`config.mk`:
```
export PLATFORM = sky130hd
export DESIGN_NAME = pc_sequencer
export DESIGN_NICKNAME = d
export VERILOG_FILES = /design/src/rtl/pc_sequencer.sv
export SDC_FILE = /design/constraint.sdc
export NUM_CORES = 1
export LEC_CHECK = 0
export BUFFER_PORTS_ARGS = -buffer_cell sky130_fd_sc_hd__buf_2
export CORE_MARGIN = 2
export CORE_UTILIZATION = 35
export DETAILED_ROUTE_END_ITERATION = 12
export PLACE_DENSITY = 0.65
export SLEW_MARGIN = 20
export SYNTH_ARGS = -nofsm -noshare
export SYNTH_HDL_FRONTEND = slang
export SYNTH_SLANG_ARGS = --single-unit
```
`constraint.sdc`:
```
create_clock -name clk -period 2.6 [get_ports clk]
set_input_delay 0.13 -clock clk [delete_from_list [all_inputs] [get_ports clk]]
set_output_delay 0.13 -clock clk [all_outputs]
set_load 0.005 [all_outputs]
```
`src/rtl/pc_sequencer.sv`:
```
// Multicycle FETCH/EXEC/WRBACK/TRAP sequencer for the OTTER PC datapath, with bus-timeout and interrupt traps.
// Build option INTR_LATCH_EN: latch 1-cycle intr pulses until the next trap is taken.
module pc_sequencer #(
  parameter int TIMEOUT_CYC = 15,
  parameter int PC_SEL_W    = 3
) (
  input  logic                clk,
  input  logic                RST,
  input  logic                mem_ready,
  input  logic                is_load,
  input  logic                is_jal,
  input  logic                is_jalr,
  input  logic                is_branch,
  input  logic                br_taken,
  input  logic                is_mret,
  input  logic                rf_wr_req,
  input  logic                csr_wr_req,
  input  logic                intr,
  input  logic                mie,
  output logic                pc_rst,
  output logic                PC_WE,
  output logic [PC_SEL_W-1:0] PC_SEL,
  output logic                ir_we,
  output logic                mem_rden1,
  output logic                mem_rden2,
  output logic                rf_we,
  output logic                csr_we,
  output logic                int_taken,
  output logic [1:0]          trap_cause,
  output logic [1:0]          state_dbg
);

  typedef enum logic [1:0] {FETCH, EXEC, WRBACK, TRAP} state_t;

  localparam int TW    = (TIMEOUT_CYC > 0) ? $clog2(TIMEOUT_CYC + 1) : 1;
  localparam int TLAST = (TIMEOUT_CYC > 0) ? TIMEOUT_CYC - 1 : 0;
  localparam logic [TW-1:0] TLAST_V = TLAST[TW-1:0];
  localparam logic [PC_SEL_W-1:0] SEL_PC4   = PC_SEL_W'(0);
  localparam logic [PC_SEL_W-1:0] SEL_JALR  = PC_SEL_W'(1);
  localparam logic [PC_SEL_W-1:0] SEL_BR    = PC_SEL_W'(2);
  localparam logic [PC_SEL_W-1:0] SEL_JAL   = PC_SEL_W'(3);
  localparam logic [PC_SEL_W-1:0] SEL_MTVEC = PC_SEL_W'(4);
  localparam logic [PC_SEL_W-1:0] SEL_MEPC  = PC_SEL_W'(5);

  state_t        state_q, state_d;
  logic [TW-1:0] timer_q, timer_d;
  logic [1:0]    cause_q, cause_d;
  logic          irq_req;
  logic          timeout_hit;

`ifdef INTR_LATCH_EN
  logic pend_q, pend_d;
  assign irq_req = pend_q | intr;
`else
  assign irq_req = intr;
`endif

  assign pc_rst    = RST;
  assign state_dbg = state_q;
  // mem_ready on the last allowed cycle wins over the timeout
  assign timeout_hit = (TIMEOUT_CYC != 0) && (timer_q == TLAST_V) && !mem_ready;

  always_comb begin
    state_d    = state_q;
    cause_d    = cause_q;
    timer_d    = '0;
    PC_WE      = 1'b0;
    PC_SEL     = SEL_PC4;
    ir_we      = 1'b0;
    mem_rden1  = 1'b0;
    mem_rden2  = 1'b0;
    rf_we      = 1'b0;
    csr_we     = 1'b0;
    int_taken  = 1'b0;
    trap_cause = 2'd0;
    case (state_q)
      FETCH: begin
        mem_rden1 = 1'b1;
        if (mem_ready) begin
          ir_we   = 1'b1;
          state_d = EXEC;
        end else if (timeout_hit) begin
          state_d = TRAP;
          cause_d = 2'd1;
        end
      end
      EXEC: begin
        if (is_load) begin
          mem_rden2 = 1'b1;
          state_d   = WRBACK;
        end else begin
          PC_WE  = 1'b1;
          rf_we  = rf_wr_req;
          csr_we = csr_wr_req;
          if (is_mret)                     PC_SEL = SEL_MEPC;
          else if (is_jal)                 PC_SEL = SEL_JAL;
          else if (is_jalr)                PC_SEL = SEL_JALR;
          else if (is_branch && br_taken)  PC_SEL = SEL_BR;
          if (irq_req && mie) begin
            state_d = TRAP;
            cause_d = 2'd0;
          end else begin
            state_d = FETCH;
          end
        end
      end
      WRBACK: begin
        mem_rden2 = 1'b1;
        if (mem_ready) begin
          rf_we = 1'b1;
          PC_WE = 1'b1;
          if (irq_req && mie) begin
            state_d = TRAP;
            cause_d = 2'd0;
          end else begin
            state_d = FETCH;
          end
        end else if (timeout_hit) begin
          // PC is left on the faulting load so mepc points at it
          state_d = TRAP;
          cause_d = 2'd2;
        end
      end
      TRAP: begin
        PC_WE      = 1'b1;
        PC_SEL     = SEL_MTVEC;
        int_taken  = 1'b1;
        trap_cause = cause_q;
        state_d    = FETCH;
      end
      default: state_d = FETCH;
    endcase
    if ((state_q == FETCH || state_q == WRBACK) && state_d == state_q)
      timer_d = (timer_q == '1) ? timer_q : timer_q + 1'b1;
`ifdef INTR_LATCH_EN
    pend_d = pend_q;
    if (int_taken)  pend_d = 1'b0;
    else if (intr)  pend_d = 1'b1;
`endif
    if (RST) begin
      PC_WE      = 1'b0;
      PC_SEL     = SEL_PC4;
      ir_we      = 1'b0;
      mem_rden1  = 1'b0;
      mem_rden2  = 1'b0;
      rf_we      = 1'b0;
      csr_we     = 1'b0;
      int_taken  = 1'b0;
      trap_cause = 2'd0;
    end
  end

  always_ff @(posedge clk) begin
    if (RST) begin
      state_q <= FETCH;
      timer_q <= '0;
      cause_q <= 2'd0;
`ifdef INTR_LATCH_EN
      pend_q  <= 1'b0;
`endif
    end else begin
      state_q <= state_d;
      timer_q <= timer_d;
      cause_q <= cause_d;
`ifdef INTR_LATCH_EN
      pend_q  <= pend_d;
`endif
    end
  end

endmodule
```
==> key figures <==
Clocking
  • Clk_lat worst skew: roughly 0.26 ns
  • H-tree levels: 1
  • Clk sink count: 8
  • Post-cts resize count: 0
  • Post-CTS Setup Repair Bufs: 0
  • CTS tree: done
  • Hold bufs inserted after CTS: 0
  • CTS Buffer Depth: 2
  • Root buffer cell: clkbuf_4
  • Reg clk slew, reported paths: 0.06 ns
  • CTS buffer count: 3

STA
  • Setup TNS: 0 ns
  • Tightest Pin Transition: about 0.37 ns
  • Skew final: 0.005310 ns
  • Final setup violation count: 0
  • FMAX: approximately 480 MHz
  • Slew margin rel.: 0.7536
  • Final Max Slew Viols: 0
  • Fin crit period: 2.072 ns
  • Final Hold Fails: 0
  • RSZ-0062 raised after global routing: no
  • Crit share post-route: 0.7969
  • Hold slack: between 0.15 and 0.2 ns

Synthesis
  • Seq/Total Area, Yosys: 0.2029
  • Unique masters post-synth: between 40 and 50
  • Yosys warns: 0
  • #FFs+latches synth: 8
  • Syn nets: approximately 120
  • Synthesized area: ~790 um2
  • Gate Count Post-Synth: slightly below 100
  • Syn_area_per_cell: 8.056 um2

Layout
  • Multi-input gate area: 566.8 um2
  • Share of layout cells above drive strength 1: 0.3115
  • Most common cell after layout, fill and taps aside: buf_2
  • Final core occ: 0.4325
  • Net count, final: around 140
  • Sequential cell area: roughly 160 um2
  • Layout area overhead: 18.86%
  • Commonest cells after routing, fill and taps aside: buf_2 (27), nor2_1 (12), dfxtp_1 (8)
  • Design area: around 940 um2
  • Ant diodes: 0
  • Fillers: 235

Floorplanning
  • Initial core utilization: 0.3639
  • Total core area: ~2200 um2
  • Io pins: 28
  • Die width: roughly 51 um
  • Die Y: roughly 51 um
  • Total die area: 2652 um2
  • Core Rows: 17

Routing
  • Antenna viol nets, final: 0
  • Wirelength per Cell: 13.05 um
  • DR pass1 iterations: 4
  • DRC violations left: 0
  • Final WL: between 1500 and 2000 um
  • Iter 0 DRT Violations: 8
  • Routed vias/inst: between 5 and 6
  • Vias: just over 800

Global route
  • Gr usage total: 0.1615
  • Grt total ovfl: 0
  • First-pass GRT wire length: approximately 3200 um
  • Vias in the first global route: approximately 770
  • Initial antenna violation count: 0
  • Largest net degree at the start of global routing: 14

Pwr
  • Total power per unit cell area: 463.0 nW/um2
  • Worst vdd ir: approximately 0.29 mV
  • Static leakage: 0.4408 nW
  • Total power: 0.4345 mW

Setup path
  • Worst-path cell chain: ha_1 -> nand2b_1 -> nor2_1 -> o31a_1 -> buf_2
  • RR Startpoint: state_dbg[1]
  • Critical Path End Type: primary output
  • CP Class: reg2out
  • Critical path peak fanout: 9
  • WP buf/inv: 1
  • Slowest cell delay on critical path: 0.49 ns
  • CP arrival: around 1.9 ns
  • CP top delay family: flip-flops
  • CP max stage cell: dfxtp_1
  • Crit path from: state_dbg[0]
  • Critical Path RT: between 2 and 2.5 ns
  • Setup crit start kind: register

Place
  • Port-buffer cells: 27
  • Placer congestion estimate: between 0.7 and 0.8
  • Post-DP HPWL: 1549 um
  • Placed cell areas: between 900 and 1000 um2

Hold path
  • Hold Path Class: in2reg
  • Hold wc startpoint: RST

Run
  • Max_cap viols: 0

Status
  • Status: complete, no violations
==> cell usage after synthesis <==
cell / number / share of area
nor2_1: 12 / 0.057
dfxtp_1: 8 / 0.20
a21oi_1: 7 / 0.044
ha_1: 7 / 0.11
inv_1: 5 / 0.024
and2_1: 4 / 0.032
nand2_1: 4 / 0.019
nand3_1: 4 / 0.025
o21ai_0: 3 / 0.019
a211oi_1: 2 / 0.019
a31oi_1: 2 / 0.016
buf_2: 2 / 0.013
buf_6: 2 / 0.029
nand2b_1: 2 / 0.016
nor2b_1: 2 / 0.016
nor3_1: 2 / 0.013
o211a_1: 2 / 0.025
o211ai_1: 2 / 0.019
o32a_1: 2 / 0.025
a2111oi_4: 1 / 0.035
a211oi_2: 1 / 0.016
a21boi_0: 1 / 0.0095
a21o_1: 1 / 0.0095
a31o_2: 1 / 0.011
and2_4: 1 / 0.011
and3_1: 1 / 0.0079
buf_4: 1 / 0.0095
clkbuf_1: 1 / 0.0047
nand3b_1: 1 / 0.0095
nand4_1: 1 / 0.0079
nand4b_1: 1 / 0.011
nor3_2: 1 / 0.013
nor3b_1: 1 / 0.0095
nor4_1: 1 / 0.0079
o2111ai_2: 1 / 0.019
o21a_1: 1 / 0.0095
o21ai_1: 1 / 0.0063
o21bai_1: 1 / 0.0095
o31a_1: 1 / 0.011
o32ai_2: 1 / 0.021
or2_1: 1 / 0.0079
or2_2: 1 / 0.0079
xnor2_1: 1 / 0.011
==> cell families after synthesis <==
family | Yosys count | synth area share
AOI/OAI and AO/OA | 31 | 0.3249
xor gates and xnor gates | 1 | 0.01110
adders and majority gates | 7 | 0.1109
buffers and inverters | 11 | 0.07924
DFF | 8 | 0.2028
and+or+nand+nor | 40 | 0.2710
==> per-layer routing <==
layer / wire [um] / global-route usage / up-vias
met5: 0 / 0 / -
met1: 860 / 0.1872 / 389
met3: 82 / 0.04023 / 4
met2: 998 / 0.2863 / 15
met4: 16 / 0.05702 / 0
li1: - / - / 408
==> through the flow <==
step,instances,setup WS [ns]
after global placement,147,0.6065
after detailed placement,147,0.5727
after CTS,150,0.5349
after floorplan,98,0.7681
after global routing,150,0.4074
final,150,0.5280
==> layout make-up <==
| type | count | share of cell area |
|---|---|---|
| inverters | 5 | 0.02000 |
| clock buffers | 3 | 0.02400 |
| well taps | 28 | 0.03733 |
| multi-input cells | 79 | 0.6040 |
| flip-flops and latches | 8 | 0.1707 |
| repair buffers | 27 | 0.1440 |
==> where the power goes <==
group | internal (mW) | switching (mW) | total [mW]
Combinational | 0.0816 | 0.0975 | 0.179
Sequential | 0.135 | 0.0183 | 0.153
Clock | 0.0533 | 0.0488 | 0.102
==> worst paths after layout <==
check	endpoint	slack, ns	cells after the start
hold / removal	cause_q[1]	0.18	2
hold reg to reg	cause_q[1]	0.47	2
setup / recovery	PC_SEL[0]	0.53	5
setup reg to reg	timer_q[0]	0.56	7
==> flip-flops by register name, summed over array words and instances (netlist names) <==
| name | count |
|---|---|
| state_dbg | 2 |
| timer_q | 4 |
| cause_q | 2 |
(Power assumes the default switching activity.)
